File: config.mk
export PLATFORM = sky130hd
export DESIGN_NAME = interrupt_controller_flat
export DESIGN_NICKNAME = d
export VERILOG_FILES = /design/src/rtl/interrupt_controller_if.sv /design/src/rtl/interrupt_controller.sv /design/src/flat_wrapper.sv
export SDC_FILE = /design/constraint.sdc
export NUM_CORES = 1
export LEC_CHECK = 0
export CELL_PAD_IN_SITES_DETAIL_PLACEMENT = 1
export CELL_PAD_IN_SITES_GLOBAL_PLACEMENT = 2
export CORE_MARGIN = 2
export CORE_UTILIZATION = 25
export CTS_BUF_LIST = sky130_fd_sc_hd__clkbuf_4 sky130_fd_sc_hd__clkbuf_8
export DETAILED_ROUTE_END_ITERATION = 6
export PLACE_DENSITY = 0.72
export REMOVE_ABC_BUFFERS = 1
export SYNTH_ARGS = -nofsm -noshare
export SYNTH_HDL_FRONTEND = slang
export SYNTH_SLANG_ARGS = --single-unit
File: constraint.sdc
create_clock -name clk -period 5.3 [get_ports clk]
set_clock_uncertainty 0.2 [all_clocks]
set_input_delay 1.06 -clock clk [delete_from_list [all_inputs] [get_ports clk]]
set_output_delay 1.06 -clock clk [all_outputs]
set_load 0.01 [all_outputs]
File: src/rtl/interrupt_controller_if.sv
// Bundle of request, handler-sequencing and grant signals between the
// interrupt controller and its environment. The controller uses the slave
// modport; whatever drives the request lines and models the handler uses
// the master modport.
interface interrupt_controller_if #(
  parameter int NUM_IRQ = 4
);
  localparam int VW = (NUM_IRQ > 1) ? $clog2(NUM_IRQ) : 1;

  logic [NUM_IRQ-1:0] irqIn;
  logic [NUM_IRQ-1:0] irqMask;
  logic               handlerActive;
  logic               rtiDone;
  logic               interruptBit;
  logic [VW-1:0]      irqVector;
  logic [NUM_IRQ-1:0] irqAck;
  logic               inService;

  modport slave (
    input  irqIn, irqMask, handlerActive, rtiDone,
    output interruptBit, irqVector, irqAck, inService
  );

  modport master (
    output irqIn, irqMask, handlerActive, rtiDone,
    input  interruptBit, irqVector, irqAck, inService
  );
endinterface

File: src/rtl/interrupt_controller.sv
// Multi-source interrupt front end. Rising edges on the request lines are
// latched as pending, masked, arbitrated, and the winner is handed to the
// decode-stage handler through a single interruptBit pulse. The controller
// follows the handler and the ISR body through RTI before granting again,
// so interrupts never nest.
//
// Optional feature: define IRQ_ROUND_ROBIN_EN for round-robin arbitration
// (search starts after the last granted source). Without it, the lowest
// eligible index wins and no pointer state exists.
//
// state        | meaning
// -------------+--------------------------------------------------------
// IDLE         | nothing in service; grant the arbitration winner
// RAISE        | first interruptBit pulse, ack the granted pending bit
// WAIT_ACCEPT  | wait for handlerActive; timer counts down to a retry
// RETRY        | interruptBit low one cycle so the re-raise is a new edge
// RERAISE      | repeat interruptBit pulse, no ack, timer reloaded
// IN_HANDLER   | handler injecting its bubble/INT sequence
// IN_ISR       | ISR body running; wait for rtiDone
module interrupt_controller #(
  parameter int NUM_IRQ        = 4,
  parameter int ACCEPT_TIMEOUT = 8
) (
  input logic                    clk,
  input logic                    rstN,
  interrupt_controller_if.slave  bus
);
  localparam int VW = (NUM_IRQ > 1) ? $clog2(NUM_IRQ) : 1;

  typedef enum logic [2:0] {
    S_IDLE,
    S_RAISE,
    S_WAIT_ACCEPT,
    S_RETRY,
    S_RERAISE,
    S_IN_HANDLER,
    S_IN_ISR
  } state_t;

  state_t             state;
  state_t             state_nxt;
  logic [NUM_IRQ-1:0] irq_prev;
  logic [NUM_IRQ-1:0] pending;
  logic [NUM_IRQ-1:0] rise;
  logic [NUM_IRQ-1:0] eligible;
  logic [NUM_IRQ-1:0] ack;
  logic               any_eligible;
  logic [VW-1:0]      vec;
  logic [VW-1:0]      winner;
  logic [7:0]         timer;

  assign rise         = bus.irqIn & ~irq_prev;
  assign eligible     = pending & bus.irqMask;
  assign any_eligible = |eligible;
  assign ack          = (state == S_RAISE) ? (NUM_IRQ'(1) << vec) : '0;

  assign bus.interruptBit = (state == S_RAISE) || (state == S_RERAISE);
  assign bus.irqAck       = ack;
  assign bus.irqVector    = vec;
  assign bus.inService    = (state != S_IDLE);

`ifdef IRQ_ROUND_ROBIN_EN
  logic [VW-1:0] last_grant;

  // Round-robin search starting one past the last granted source, wrapping at NUM_IRQ.
  always_comb begin
    logic [VW:0] slot;
    logic        found;
    winner = '0;
    found  = 1'b0;
    slot   = '0;
    for (int k = 1; k <= NUM_IRQ; k++) begin
      slot = {1'b0, last_grant} + (VW+1)'(k);
      if (slot >= (VW+1)'(NUM_IRQ)) slot = slot - (VW+1)'(NUM_IRQ);
      if (!found && eligible[VW'(slot)]) begin
        winner = VW'(slot);
        found  = 1'b1;
      end
    end
  end

  // Pointer advances only when a new grant leaves IDLE.
  always_ff @(posedge clk or negedge rstN) begin
    if (!rstN) begin
      last_grant <= '0;
    end else if (state == S_IDLE && any_eligible) begin
      last_grant <= winner;
    end
  end
`else
  // Fixed priority: scanning downward leaves the lowest eligible index as winner.
  always_comb begin
    winner = '0;
    for (int i = NUM_IRQ - 1; i >= 0; i--) begin
      if (eligible[i]) winner = VW'(i);
    end
  end
`endif

  // Edge detection and pending bits; a new edge in the ack cycle keeps the bit set.
  always_ff @(posedge clk or negedge rstN) begin
    if (!rstN) begin
      irq_prev <= '0;
      pending  <= '0;
    end else begin
      irq_prev <= bus.irqIn;
      pending  <= (pending & ~ack) | rise;
    end
  end

  // State register, granted vector and accept timeout down-counter.
  always_ff @(posedge clk or negedge rstN) begin
    if (!rstN) begin
      state <= S_IDLE;
      vec   <= '0;
      timer <= '0;
    end else begin
      state <= state_nxt;
      if (state == S_IDLE && any_eligible) vec <= winner;
      if (state == S_RAISE || state == S_RERAISE) begin
        timer <= 8'(ACCEPT_TIMEOUT);
      end else if (state == S_WAIT_ACCEPT && timer != 8'd0) begin
        timer <= timer - 8'd1;
      end
    end
  end

  // Next-state logic; handler acceptance takes priority over the timeout.
  always_comb begin
    state_nxt = state;
    unique case (state)
      S_IDLE:        if (any_eligible) state_nxt = S_RAISE;
      S_RAISE:       state_nxt = S_WAIT_ACCEPT;
      S_WAIT_ACCEPT: begin
        if (bus.handlerActive)    state_nxt = S_IN_HANDLER;
        else if (timer <= 8'd1)   state_nxt = S_RETRY;
      end
      S_RETRY:       state_nxt = S_RERAISE;
      S_RERAISE:     state_nxt = S_WAIT_ACCEPT;
      S_IN_HANDLER:  if (!bus.handlerActive) state_nxt = S_IN_ISR;
      S_IN_ISR:      if (bus.rtiDone) state_nxt = S_IDLE;
      default:       state_nxt = S_IDLE;
    endcase
  end
endmodule

File: src/flat_wrapper.sv
// flat-port wrapper written by rule: the top's interface ports become plain ports
module interrupt_controller_flat 
#(
  parameter int NUM_IRQ        = 4,
  parameter int ACCEPT_TIMEOUT = 8
)
  (clk, rstN, bus_irqIn, bus_irqMask, bus_handlerActive, bus_rtiDone, bus_interruptBit, bus_irqVector, bus_irqAck, bus_inService);
  interrupt_controller_if #(.NUM_IRQ(NUM_IRQ)) bus_i ();
  input logic clk;
  input logic rstN;
  input wire logic [$bits(bus_i.irqIn)-1:0] bus_irqIn;
  input wire logic [$bits(bus_i.irqMask)-1:0] bus_irqMask;
  input wire logic [$bits(bus_i.handlerActive)-1:0] bus_handlerActive;
  input wire logic [$bits(bus_i.rtiDone)-1:0] bus_rtiDone;
  output wire logic [$bits(bus_i.interruptBit)-1:0] bus_interruptBit;
  output wire logic [$bits(bus_i.irqVector)-1:0] bus_irqVector;
  output wire logic [$bits(bus_i.irqAck)-1:0] bus_irqAck;
  output wire logic [$bits(bus_i.inService)-1:0] bus_inService;
  assign bus_i.irqIn = bus_irqIn;
  assign bus_i.irqMask = bus_irqMask;
  assign bus_i.handlerActive = bus_handlerActive;
  assign bus_i.rtiDone = bus_rtiDone;
  assign bus_interruptBit = bus_i.interruptBit;
  assign bus_irqVector = bus_i.irqVector;
  assign bus_irqAck = bus_i.irqAck;
  assign bus_inService = bus_i.inService;
  interrupt_controller #(.NUM_IRQ(NUM_IRQ), .ACCEPT_TIMEOUT(ACCEPT_TIMEOUT)) u_core (.clk(clk), .rstN(rstN), .bus(bus_i));
endmodule
==> results.sh, run 1 <==
export IMPL_synthAdderAreaFrac=0.0350
export IMPL_clk_pin_slew_ps=80
export IMPL_insertedDiodeCount=0
export IMPL_final_cell_mix="dfrtp_1, clkdlybuf4s50_1, inv_1"
export IMPL_ys_warnings_count=0
export IMPL_cp_max_fo=9
export IMPL_overflow=0
export IMPL_yosys_area_share_xor_xnor=0.0163
export IMPL_start_util=0.264
export IMPL_synth_main_ff_cell="dfrtp_1"
export IMPL_tns_ps=0
export IMPL_cts_sinks=21
export IMPL_timing_rr_end="u_core.timer[6]"
export IMPL_cts_buffers=3
export IMPL_drc_errors=0
export IMPL_drtIter0Drc=41
export IMPL_worst_r2r_startpoint="u_core.timer[4]"
export IMPL_synth_top_family_by_area="simple AND/OR/NAND/NOR gates"
export IMPL_cp_start_kind="flop"
export IMPL_cap_violations=0
export IMPL_synth_seq_cells=21
export IMPL_setup_violations=0
export IMPL_critPathTopFamily="buffers and inverters"
export IMPL_area_growth_pct=26.5
export IMPL_slew_headroom=0.328
export IMPL_placed_area_sq_um=1310
export IMPL_hold_viol_final=0
export IMPL_synth_compound_area_frac=0.169
export IMPL_cts_buffer_depth=2
export IMPL_hold_path_endpoint="u_core.pending[2]"
export IMPL_die_area_sq_um=4830
export IMPL_grt_start_max_net_pins=22
export IMPL_synth_top_area_frac=0.490
export IMPL_r2r_setup_slack_ps=3310
export IMPL_fp_dieW_um=69.5
export IMPL_crit_slowest_cell="clkdlybuf4s50_1"
export IMPL_cts_root_buf="clkbuf_8"
export IMPL_ys_async_sr_fraction=1.00
export IMPL_synth_simple_area_share=0.197
export IMPL_dp_hpwl_um=1980
export IMPL_ys_types=34
export IMPL_critPathBufInv=1
export IMPL_place_gp_congestion=0.723
export IMPL_io_buffers=19
export IMPL_synth_edff_count=0
export IMPL_post_cts_repair_setup_buffers=0
export IMPL_synth_avg_cell_area_sq_um=9.57
export IMPL_synth_cells=112
export IMPL_cts_tree="built"
export IMPL_dp_slack_ps=2320
export IMPL_htreeDepth=1
export IMPL_outcome="completed"
export IMPL_period_share=0.613
export IMPL_dr_pass1_iters=3
export IMPL_rsz0062_at_grt="false"
export IMPL_final_area_sq_um=1360
export IMPL_ys_seq_area_frac=0.490
export IMPL_slew_viol_final=0
export IMPL_synth_area_top_cells="dfrtp_1, inv_1, ha_1, nand2_1, a21oi_1"
export IMPL_drive_gt1_frac=0.0606
export IMPL_core_area_sq_um=4060
export IMPL_final_common_cell="dfrtp_1"
export IMPL_path_depth=3
export IMPL_cp_arrival_ps=1990
export IMPL_ir_drop_mv=0.204
export IMPL_critPathKind="reg2out"
export IMPL_ctsResizeCount=0
export IMPL_reg2reg_depth=4
export IMPL_chipHeight_um=69.5
export IMPL_cp_cell_sequence="nand2b_1 -> nor4_1 -> clkdlybuf4s50_1"
export IMPL_power_total_w=0.000720
export IMPL_via_per_inst=4.82
export IMPL_drt_antenna_violating_nets=0
export IMPL_antenna_found_initial=0
export IMPL_leakage_nw=0.586
export IMPL_clk_latency_ps=260
export IMPL_grtUsageTotal=0.118
export IMPL_dp_cells=178
export IMPL_rows=23
export IMPL_stdcell_count=182
export IMPL_tightest_slew_ps=1010
export IMPL_min_period_ps=3250
export IMPL_cp_startpoint="u_core.state[0]"
export IMPL_hold_start="u_core.irq_prev[2]"
export IMPL_routed_wl_um=2610
export IMPL_num_io_pins=20
export IMPL_holdPathStages=1
export IMPL_holdCritPathClass="reg2reg"
export IMPL_synth_mux_area_frac=0.0292
export IMPL_vias=877
export IMPL_synth_area_sq_um=1070
export IMPL_fin_ws_ps=2050
export IMPL_cpPeakStageDelay_ps=630
export IMPL_netlist_top_cell_by_area="dfrtp_1"
export IMPL_cts_hold_buf=0
export IMPL_p_per_area_nw_per_um2=531
export IMPL_grt_pass1_wl_um=4610
export IMPL_wl_per_cell_um=14.3
export IMPL_grt_pass1_vias=956
export IMPL_worst_ep_required_time_ps=4040
export IMPL_fmax_ghz=0.308
export IMPL_endpoint_kind="primary output"
export IMPL_nets=148
## worst max path at each step
stage               endpoint  slack [ps]
5_1_grt        bus_irqAck[1]        1890
2_1_floorplan  bus_irqAck[0]        2980
4_1_cts        bus_irqAck[1]        2010
3_3_place_gp   bus_irqAck[1]        2320
3_5_place_dp   bus_irqAck[1]        2320
6_report       bus_irqAck[1]        2050
## Yosys cell counts (all sizes together) (2+ instances only)
cell and instances:
nand2b 3, mux2i 2, nor2 7, o22ai 3, o31ai 2, nand3b 3
or2 2, nor3 3, a21oi 6, buf 3, nor4 3, ha 3
or3 2, dfrtp 21, nand2 9, inv 14, nand3 2, a311oi 2
o21ai 7, a22o 2
## stage by stage
| step | hold WS [ps] | util |
|---|---|---|
| after floorplan | 192 | - |
| after global placement | 197 | 0.323 |
| after detailed placement | 204 | 0.323 |
| after CTS | 216 | 0.334 |
| after global routing | 239 | 0.334 |
| final | 210 | 0.334 |
## cell families after synthesis
family	after synthesis
buf+inv	17
fa+ha+maj	3
flops	21
compound gates	28
xor+xnor	2
simple gates	38
mux	3
## sequential cells by signal (all words and copies together), names as in the netlist
register,count
u_core.state,3
u_core.timer,8
u_core.bus.irqVector,2
u_core.irq_prev,4
u_core.pending,4
## final cells by class
cell class	instances	area, sq um
clock buffers	3	41.3
clock inverters	1	5.00
fillers	471	2700
inverters	14	52.6
multi-input cells	74	479
flip-flops and latches	21	526
well taps	50	62.6
repair buffers	19	190
## report_power, final
group	internal [W]	switching [W]	total, W
clock network	0.0000524	0.0000542	0.000107
registers	0.000215	0.0000742	0.000289
logic	0.000153	0.000171	0.000324
total	0.000420	0.000300	0.000720
## per-layer routing
metal | GRT usage | share of wire | wire length, um | vias to the layer above
met4 | 0.0196 | 0.0050 | 13 | 0
met2 | 0.197 | 0.46 | 1210 | 18
met3 | 0.0407 | 0.054 | 140 | 2
met5 | 0 | 0 | 0 | -
li1 | - | - | - | 436
met1 | 0.150 | 0.48 | 1240 | 421
(Power assumes the default switching activity.)
==> run 2, diff against run 1 <==
clock period = 3.1 ns   (was 5.3 ns; I/O delays follow)
==> run 2 against run 1 <==
Compared with the run above: core utilization increased by 0.19 points; sequential share of layout area decreased by 0.21 points; wire length decreased by 2.0%; combinational power increased by 72%; critical path depth unchanged; via count increased by 0.23%; largest cell class unchanged; clock-buffer cell count unchanged; register-to-register slack got worse by 2300 ps.
==> results.sh, run 2 (synthesis gave the netlist of run 1 again) <==
export IMPL_ir_drop_mv=0.312
export IMPL_critPathTopFamily="buffers and inverters"
export IMPL_p_int_w=0.000718
export IMPL_period_share=0.900
export IMPL_grt_start_max_net_pins=22
export IMPL_slew_viol_final=0
export IMPL_final_cell_mix="dfrtp_1, clkdlybuf4s50_1, inv_1"
export IMPL_crit_slowest_cell="clkdlybuf4s50_1"
export IMPL_place_gp_congestion=0.724
export IMPL_cp_max_fo=9
export IMPL_vias=879
export IMPL_leakage_nw=0.591
export IMPL_power_total_w=0.00123
export IMPL_switching_power_w=0.000512
export IMPL_antenna_found_initial=0
export IMPL_clk_pin_slew_ps=80
export IMPL_via_per_inst=4.80
export IMPL_largest_reg_flops=8
export IMPL_cts_buffers=3
export IMPL_cts_tree="built"
export IMPL_setup_violations=0
export IMPL_regMostFlops="u_core.timer"
export IMPL_worst_ep_required_time_ps=2280
export IMPL_cp_cell_sequence="nand2b_1 -> nor4_1 -> clkdlybuf4s50_1"
export IMPL_seqPwrFrac=0.403
export IMPL_rows=23
export IMPL_dp_cells=179
export IMPL_dr_pass1_iters=3
export IMPL_wl_per_cell_um=14.0
export IMPL_fp_dieW_um=69.5
export IMPL_post_cts_repair_setup_buffers=0
export IMPL_drc_errors=0
export IMPL_drt_antenna_violating_nets=0
export IMPL_dp_slack_ps=567
export IMPL_ctsResizeCount=0
export IMPL_drive_gt1_frac=0.0677
export IMPL_grtUsageTotal=0.115
export IMPL_holdCritPathClass="reg2reg"
export IMPL_min_period_ps=2790
export IMPL_tightest_slew_ps=775
export IMPL_slew_headroom=0.479
export IMPL_cp_start_kind="flop"
export IMPL_p_per_area_nw_per_um2=902
export IMPL_stdcell_count=183
export IMPL_cpPeakStageDelay_ps=640
export IMPL_overflow=0
export IMPL_critPathKind="reg2out"
export IMPL_cts_sinks=21
export IMPL_grt_pass1_vias=917
export IMPL_grt_pass1_wl_um=4480
export IMPL_num_io_pins=20
export IMPL_hold_viol_final=0
export IMPL_pwr_share_clk=0.143
export IMPL_netSwitchingFraction=0.416
export IMPL_chipHeight_um=69.5
export IMPL_area_growth_pct=27.2
export IMPL_fmax_ghz=0.358
export IMPL_endpoint_kind="primary output"
export IMPL_rsz0062_at_grt="false"
export IMPL_core_area_sq_um=4060
export IMPL_die_area_sq_um=4830
export IMPL_insertedDiodeCount=0
export IMPL_top_regs="u_core.timer (8), u_core.irq_prev (4), u_core.pending (4)"
export IMPL_routed_wl_um=2550
export IMPL_dp_hpwl_um=2000
export IMPL_critPathBufInv=1
export IMPL_cts_hold_buf=0
export IMPL_tns_ps=0
export IMPL_start_util=0.264
export IMPL_htreeDepth=1
export IMPL_final_common_cell="dfrtp_1"
export IMPL_nets=149
export IMPL_drtIter0Drc=22
export IMPL_cp_arrival_ps=1970
export IMPL_io_buffers=19
export IMPL_fin_ws_ps=309
export IMPL_cap_violations=0
export IMPL_p_comb_frac=0.454
export IMPL_outcome="completed"
export IMPL_cts_root_buf="clkbuf_8"
export IMPL_clk_latency_ps=250
export IMPL_cts_buffer_depth=2
==> run 2: per-stage QoR <==
step           instance area, sq um  hold slack [ps]  utilization
2_1_floorplan                  1060              124            -
3_3_place_gp                   1320              198        0.325
3_5_place_dp                   1320              202        0.325
4_1_cts                        1360              213        0.336
5_1_grt                        1360              222        0.336
6_report                       1360              209        0.336
==> run 2: worst paths after layout <==
path	startpoint	endpoint	slack [ps]	depth (start not counted)
max	u_core.state[0]	bus_irqAck[1]	310	3
min	u_core.irq_prev[2]	u_core.pending[2]	210	1
max reg2reg	u_core.timer[4]	u_core.timer[0]	1050	4
min reg2reg	u_core.irq_prev[2]	u_core.pending[2]	210	1
max in group asynchronous	rstN	u_core.irq_prev[2]	1960	2
min in group asynchronous	rstN	u_core.pending[0]	520	2
==> run 2: layout make-up <==
| type | instances | area [sq um] |
|---|---|---|
| multi-input combinational | 74 | 479 |
| fill | 487 | 2690 |
| clock inverter | 1 | 5.00 |
| sequential | 21 | 526 |
| clock buffer | 3 | 41.3 |
| inverter | 14 | 52.6 |
| timing repair buffer | 20 | 198 |
| tap | 50 | 62.6 |
==> run 2: layer usage <==
layer  share of wire  vias to the layer above  GRT usage  wire length [um]
met1            0.49                      425      0.156              1240
met4          0.0047                        0     0.0327                12
met5               0                        -          0                 0
met3           0.042                        2     0.0233               107
li1                -                      436          -                 -
met2            0.47                       16      0.186              1190
==> run 2: worst register-to-register path, stage by stage (launching register included) <==
cell and delay [ps]:
dfrtp_1 430, nor4_1 710, a311oi_1 310, xnor2_1 240
nor2_1 60
==> run 2: power groups by stage <==
stage	registers, W	logic (W)	clock network (W)
finish	0.000496	0.000558	0.000176
global placement	0.000492	0.000552	0
CTS	0.000495	0.000569	0.000185
global route	0.000518	0.000643	0.000199
detailed placement	0.000501	0.000566	0
floorplan	0.000473	0.000365	0
==> run 3, diff against run 2 <==
SLEW_MARGIN = 15   (was default)
==> results of run 3 <==
No change in the layout: final DEF, timing and power equal those of run 2.
